`src/rtl/slow_pkg.sv`:
```
// Shared definitions for the slow-window controller: FSM encodings, source indices, default prescale.
package slow_pkg;

    typedef enum logic [1:0] {
        ST_IDLE = 2'd0,
        ST_HOLD = 2'd1,
        ST_EXT  = 2'd2
    } slow_state_e;

    localparam int SRC_IACK  = 0;
    localparam int SRC_VIA   = 1;
    localparam int SRC_IWM   = 2;
    localparam int SRC_SCC   = 3;
    localparam int SRC_SCSI  = 4;
    localparam int SRC_SND   = 5;
    localparam int N_SRC     = 6;

    localparam int PRE_W_DEF = 8;

endpackage

```
`src/rtl/slow_timer.sv`:
```
// Extension-window down-counter: load, non-wrapping decrement, terminal-count detect.
module slow_timer #(
    parameter int CW = 12
) (
    input  logic          clk,
    input  logic          n_por,
    input  logic          load,
    input  logic [CW-1:0] load_val,
    input  logic          dec,
    output logic          zero
);

    logic [CW-1:0] cnt_q;
    logic [CW-1:0] cnt_d;

    always_comb begin
        cnt_d = cnt_q;
        if (load) begin
            cnt_d = load_val;
        end else if (dec && (cnt_q != '0)) begin
            cnt_d = cnt_q - CW'(1);
        end
    end

    always_ff @(posedge clk) begin
        if (!n_por) begin
            cnt_q <= '0;
        end else begin
            cnt_q <= cnt_d;
        end
    end

    assign zero = (cnt_q == '0);

endmodule

```
`src/rtl/slow_ctrl.sv`:
```
// Slow-window controller: forces stock-speed CPU operation around accesses to enabled slow peripherals.
// Optional trigger statistics counter built only when SLOW_STATS_EN is defined.
//
// state | meaning
// IDLE  | no slow window; CPU free to run accelerated
// HOLD  | triggering bus cycle still active
// EXT   | bus cycle ended; timer counting down the SlowTimeout extension
module slow_ctrl
    import slow_pkg::*;
#(
    parameter int PRE_W = PRE_W_DEF
) (
    input  logic        CLK,
    input  logic        nPOR,
    input  logic        BACT,
    input  logic        IACKCS,
    input  logic        VIACS,
    input  logic        IWMCS,
    input  logic        SCCCS,
    input  logic        SCSICS,
    input  logic        SndCS,
    input  logic        SlowIACK,
    input  logic        SlowVIA,
    input  logic        SlowIWM,
    input  logic        SlowSCC,
    input  logic        SlowSCSI,
    input  logic        SlowSnd,
    input  logic        SlowClockGate,
    input  logic [3:0]  SlowTimeout,
    output logic        SlowReq,
    output logic        SlowGate,
    output logic [15:0] SlowEvents
);

    localparam int CW = 4 + PRE_W;

    slow_state_e state_q, state_d;
    logic        gate_q, gate_d;
    logic        bact_q, bact_d;

    logic [N_SRC-1:0] cs_vec;
    logic [N_SRC-1:0] en_vec;
    logic             start;
    logic             hit;

    logic             tmr_load;
    logic             tmr_dec;
    logic             tmr_zero;
    logic [CW-1:0]    tmr_load_val;

    always_comb begin
        cs_vec = '0;
        en_vec = '0;
        cs_vec[SRC_IACK] = IACKCS;
        cs_vec[SRC_VIA]  = VIACS;
        cs_vec[SRC_IWM]  = IWMCS;
        cs_vec[SRC_SCC]  = SCCCS;
        cs_vec[SRC_SCSI] = SCSICS;
        cs_vec[SRC_SND]  = SndCS;
        en_vec[SRC_IACK] = SlowIACK;
        en_vec[SRC_VIA]  = SlowVIA;
        en_vec[SRC_IWM]  = SlowIWM;
        en_vec[SRC_SCC]  = SlowSCC;
        en_vec[SRC_SCSI] = SlowSCSI;
        en_vec[SRC_SND]  = SlowSnd;
    end

    // Decodes only count on the first clock of a bus cycle.
    assign bact_d = BACT;
    assign start  = BACT && !bact_q;
    assign hit    = start && |(cs_vec & en_vec);

    // Load value is one less than the window length so EXT spans exactly SlowTimeout units.
    assign tmr_load_val = {SlowTimeout, {PRE_W{1'b0}}} - CW'(1);

    always_comb begin
        state_d  = state_q;
        gate_d   = gate_q;
        tmr_load = 1'b0;
        tmr_dec  = 1'b0;
        case (state_q)
            ST_IDLE: begin
                if (hit) begin
                    state_d = ST_HOLD;
                    gate_d  = SlowClockGate;
                end
            end
            ST_HOLD: begin
                if (!BACT) begin
                    if (SlowTimeout == 4'd0) begin
                        state_d = ST_IDLE;
                    end else begin
                        state_d  = ST_EXT;
                        tmr_load = 1'b1;
                    end
                end
            end
            ST_EXT: begin
                if (hit) begin
                    state_d = ST_HOLD;
                    gate_d  = SlowClockGate;
                end else if (tmr_zero) begin
                    state_d = ST_IDLE;
                end else begin
                    tmr_dec = 1'b1;
                end
            end
            default: begin
                state_d = ST_IDLE;
            end
        endcase
    end

    always_ff @(posedge CLK) begin
        if (!nPOR) begin
            state_q <= ST_IDLE;
            gate_q  <= 1'b0;
            bact_q  <= 1'b0;
        end else begin
            state_q <= state_d;
            gate_q  <= gate_d;
            bact_q  <= bact_d;
        end
    end

    slow_timer #(
        .CW (CW)
    ) u_timer (
        .clk      (CLK),
        .n_por    (nPOR),
        .load     (tmr_load),
        .load_val (tmr_load_val),
        .dec      (tmr_dec),
        .zero     (tmr_zero)
    );

    assign SlowReq  = (state_q != ST_IDLE);
    assign SlowGate = SlowReq && gate_q;

`ifdef SLOW_STATS_EN
    logic [15:0] events_q, events_d;

    always_comb begin
        events_d = events_q;
        if (hit && (events_q != 16'hFFFF)) begin
            events_d = events_q + 16'd1;
        end
    end

    always_ff @(posedge CLK) begin
        if (!nPOR) begin
            events_q <= 16'h0000;
        end else begin
            events_q <= events_d;
        end
    end

    assign SlowEvents = events_q;
`else
    assign SlowEvents = 16'h0000;
`endif

endmodule
```
`config.mk`:
```
export PLATFORM = sky130hd
export DESIGN_NAME = slow_ctrl
export DESIGN_NICKNAME = d
export VERILOG_FILES = /design/src/rtl/slow_pkg.sv /design/src/rtl/slow_timer.sv /design/src/rtl/slow_ctrl.sv
export SDC_FILE = /design/constraint.sdc
export NUM_CORES = 1
export LEC_CHECK = 0
export BUFFER_PORTS_ARGS = -buffer_cell sky130_fd_sc_hd__buf_2
export CORE_MARGIN = 5
export CORE_UTILIZATION = 49
export DETAILED_ROUTE_END_ITERATION = 10
export PLACE_DENSITY = 0.79
export SYNTH_ARGS = -nofsm -noshare
export SYNTH_HDL_FRONTEND = slang
export SYNTH_SLANG_ARGS = --single-unit
```
`constraint.sdc`:
```
create_clock -name CLK -period 2.75 [get_ports CLK]
set_clock_uncertainty 0.2 [all_clocks]
set_input_delay 0 -clock CLK [delete_from_list [all_inputs] [get_ports CLK]]
set_output_delay 0 -clock CLK [all_outputs]
set_load 0.03 [all_outputs]
```
# Word-level counts from Yosys, hierarchy flattened
# Cells that the tools add are included.
# totals
out_inout_bits	18
wordCells	41
input_bits	20
regBits	16
# op_classes
n_reduce_logical	15
n_mux	14
n_addsub	2
n_bitwise	1
eq_ne	5
# ops
operator	n
$mux W12	2
$sub A12 B1 Y12 const B	2
$logic_not A12 Y1	1
$reduce_bool A12 Y1	1
$mux W2	5
$and A6 B6 Y6	1
$mux W1	6
$pmux W2 S3	1
$reduce_or A6 Y1	1
$logic_and A1 B1 Y1	4
$logic_not A4 Y1	1
$ne A2 B2 Y1 const B	2
$reduce_bool A2 Y1	2
$ne A3 B3 Y1 const B	1
$reduce_and A3 Y1	1
$eq A2 B1 Y1 const B	1
$eq A2 B2 Y1 const B	1
$logic_not A2 Y1	1
$reduce_and A2 Y1	1
$reduce_or A2 Y1	1
$logic_not A1 Y1	1

# Longest topological paths before layout
# depth
depth_word	8
mapped_depth	7
depth_no_buf	7

# Cells and area by module
# Synthesis repeated with hierarchy kept, for this count alone.
# unflattened
hier_cells	140
hier_area_um2	1139.8
# by_module_without_submodules
mod	seq_area_each_um2	cells_per_inst	area_per_inst_um2	instances
slow_timer	240.2	89	730.7	1
slow_ctrl	80.1	51	409.1	1

# Worst setup path after synthesis
# No wires, ideal clock.
# synth_path
path_kind	reg2reg
startpoint	reg u_timer.cnt_q[0]
endpoint	reg u_timer.cnt_q[10]
n_path_buf	0
setup_ns	0.120
slack_ns	0.651
t_arrival_ns	1.779
required_ns	2.430
path_stages_with_launch	8
synth_period_minus_slack_ns	2.099
cell_sequence	dfxtp_1 -> inv_1 -> ha_1 -> nor3b_1 -> a41oi_4 -> nand4b_4 -> o311a_1 -> o31a_1
# synth_via
elab_chain_cells	6
elab_cells_between_ends	10
cone_classes	1 x add/sub; 5 x mux; 4 x reduce/logical
# synth_lines
element	line_no	rtl
from (decl)	slow_timer.sv:13	logic [CW-1:0] cnt_q;
from (signal assigned)	slow_timer.sv:29	cnt_q <= cnt_d;
branches (longest 6 deep; another with $sub A12 B1 Y12)	-	
# Parallel ways; which one is timed is not known. The select of a mux whose other input is x is not followed.
# A chain may end at the register's enable or synchronous reset.

# Final worst setup path
# layout_path
startpoint	reg u_timer.cnt_q[0]
endpoint	reg u_timer.cnt_q[8]
# The elaborated chain is that of the path after synthesis.

==> results by group <==
CTS
  – Clock slew at reported path FFs: 0.10 ns
  – CTS Buf Count: 3
  – Post-CTS setup buffers: 0
  – Number of H-tree levels: 1
  – CTS Sinks: 16
  – Clk Latency, worst-skew pair: 0.29 ns
  – CTS tree: done
  – Root Buffer: clkbuf_4
  – Clock Path Buffers: 2

Final layout
  – Cell Count, Final, Fillers Out: 185
  – Final design utilization: 0.576
  – P&R area growth vs syn: 14.6%
  – Design area: 1250 um2
  – Final Net Count: 181
  – Fill count: 199
  – N_diodes: 0
  – Layout cells sized above 1: 0.197

Worst setup path
  – Crit Reg-Reg Startpoint: u_timer.cnt_q[0]
  – Worst setup SP type: register
  – CP Class: reg -> reg
  – Setup crit start: u_timer.cnt_q[0]
  – Worst Setup End Kind: register
  – WP data arrival: 2.26 ns
  – CP Max Fanout: 8
  – Critical Path RT: 2.74 ns

STA
  – Final Hold Vio Count: 0
  – RSZ-0062 raised after global routing: false
  – # setup viols final: 0
  – Total negative slack: 0 ns
  – Max Clock Freq: 0.441 GHz
  – Final number of max-transition violations: 0
  – Tcrit/Tclk final: 0.825
  – Post-route minimum period: 2.27 ns
  – Fin Hold WS: 0.0608 ns
  – Worst setup margin: 0.480 ns

Synth
  – Ys Warns: 0
  – Cell taking the most area after synthesis: dfxtp_1
  – Fraction of registers with async set/reset: 0
  – Synthesized flop and latch total: 16
  – Sequential area share after synthesis: 0.294
  – Post-Synthesis Cells: 130
  – Synth Flop Type: dfxtp_1
  – Area fraction of the dominant cell type after synthesis: 0.294
  – Synth Area per Inst: 8.38 um2
  – Largest cells by area after synthesis: dfxtp_1, buf_4, a21oi_1, ha_1, nor2_1
  – Post-synth EDFFs: 0
  – Mapped Area: 1090 um2
  – Yosys cell types: 40

Global routing
  – First-pass GRT wire length: 4370 um
  – Largest net degree at the start of global routing: 13
  – Total global routing track utilization: 0.169
  – Initial antenna violation count: 0
  – Vias in the first global route: 1003
  – Remaining global-route overflow: 0

Placement
  – Post-detail-place hpwl: 1990 um
  – Placed Area: 1150 um2
  – RePlAce Congestion: 0.868
  – IO Port Bufs: 21
  – Placed cells: 175
  – Pre-CTS setup slack: 0.507 ns

Die
  – # IOs: 38
  – Starting density of the core: 0.502
  – Die W: 57.2 um
  – Die Footprint: 3270 um2
  – # rows: 17
  – Core box area: 2170 um2
  – Die height: 57.2 um

Power and ir drop
  – LEAKAGE: 0.573 nW
  – Pwr Total: 0.579 mW
  – Pwr dens: 463 nW/um2
  – Peak supply drop: 0.000206 V

Outcome
  – Status: finished, final reports clean

Worst hold path
  – Min-delay src: SlowTimeout[1]
  – Hold Crit Class: in -> reg

Drt
  – Antenna Violating Nets Remaining: 0
  – Routed WL per cell: 14.1 um
  – Vias: 1032
  – WL final: 2610 um
  – DRC errors left: 0
  – Drt pass-1 iters: 4
  – Vias/cell: 5.58
  – DR iter-0 viols: 49

Job
  – Max-Cap Viols: 0
==> per-layer routing <==
metal,global-route usage,up-vias,wire (um)
li1,-,496,-
met2,0.307,58,1400
met1,0.197,473,969
met4,0.0762,0,44
met5,0,-,0
met3,0.0181,5,194
==> layout make-up <==
type	count	area, um2	area share
Tap cell	28	35.0	0.0281
Clock buffer	4	36.3	0.0291
Multi-Input combinational cell	101	654	0.524
Inverter	8	30.0	0.0240
Timing Repair Buffer	28	173	0.138
Sequential cell	16	320	0.257
==> logic make-up (layout without fill, tap and decap cells) <==
kind of cell               count (synthesis)  in the layout  share of synthesized area
AOI/OAI and AO/OA                         33             33                      0.230
xor gates and xnor gates                   4              4                     0.0322
adders and majority gates                  3              3                     0.0344
buffers and inverters                     28             40                      0.157
DFF                                       16             16                      0.294
other                                      1             16                    0.00344
and+or+nand+nor                           45             45                      0.249
==> final timing paths <==
path / endpoint / slack (ns) / cells after the start
setup reg to reg: u_timer.cnt_q[8] / 0.48 / 7
hold reg to reg: gate_q / 0.29 / 2
hold / removal: u_timer.cnt_q[11] / 0.06 / 5
setup / recovery: u_timer.cnt_q[8] / 0.48 / 7
==> cell usage in the layout (no fill, tap or decap), types with 2 or more instances in the layout <==
cell type / n
o311a_1: 3
clkbuf_4: 3
or3_1: 3
nor3_1: 6
o21a_1: 2
o21ai_0: 3
nand3_1: 6
nand2b_1: 3
conb_1: 16
dfxtp_1: 16
a21oi_1: 8
buf_2: 21
nand2_1: 5
a31oi_1: 5
ha_1: 3
o31a_1: 3
a22oi_1: 3
nor2_1: 10
nor4_1: 2
inv_1: 8
xor2_1: 3
dlygate4sd3_1: 6
==> registers in the layout (all words and copies together) (netlist names) <==
name           flops
gate_q             1
state_q            2
bact_q             1
u_timer.cnt_q     12
==> critical path, stage by stage, from the launching register on <==
cell and delay [ns]:
dfxtp_1 0.36, inv_1 0.09, ha_1 0.19, nor3b_1 0.17, a41oi_4 0.35, nand4b_4 0.18
o311a_1 0.32, o31a_1 0.29
==> report_power, final <==
part,leakage (nW),switching (mW),internal (mW)
clock,0.0210,0.0789,0.0808
combinational,0.422,0.102,0.0569
sequential,0.130,0.0160,0.245
==> synthesized netlist by cell type (2+ instances only) <==
cell type / n
a21oi_1: 8
a22oi_1: 3
a31oi_1: 5
buf_4: 16
clkbuf_1: 2
dfxtp_1: 16
ha_1: 3
inv_1: 8
nand2_1: 5
nand2b_1: 3
nand3_1: 6
nor2_1: 10
nor3_1: 6
nor4_1: 2
o21a_1: 2
o21ai_0: 3
o311a_1: 3
o31a_1: 3
or3_1: 3
xor2_1: 3
==> timing repair <==
action / 4_1_cts / 5_1_grt
endpoints found under the hold margin: 9 / 0
gates resized for setup: 0 / 0
hold buffers: 6 / 0
Note: power is estimated with default switching activity, not from simulation.
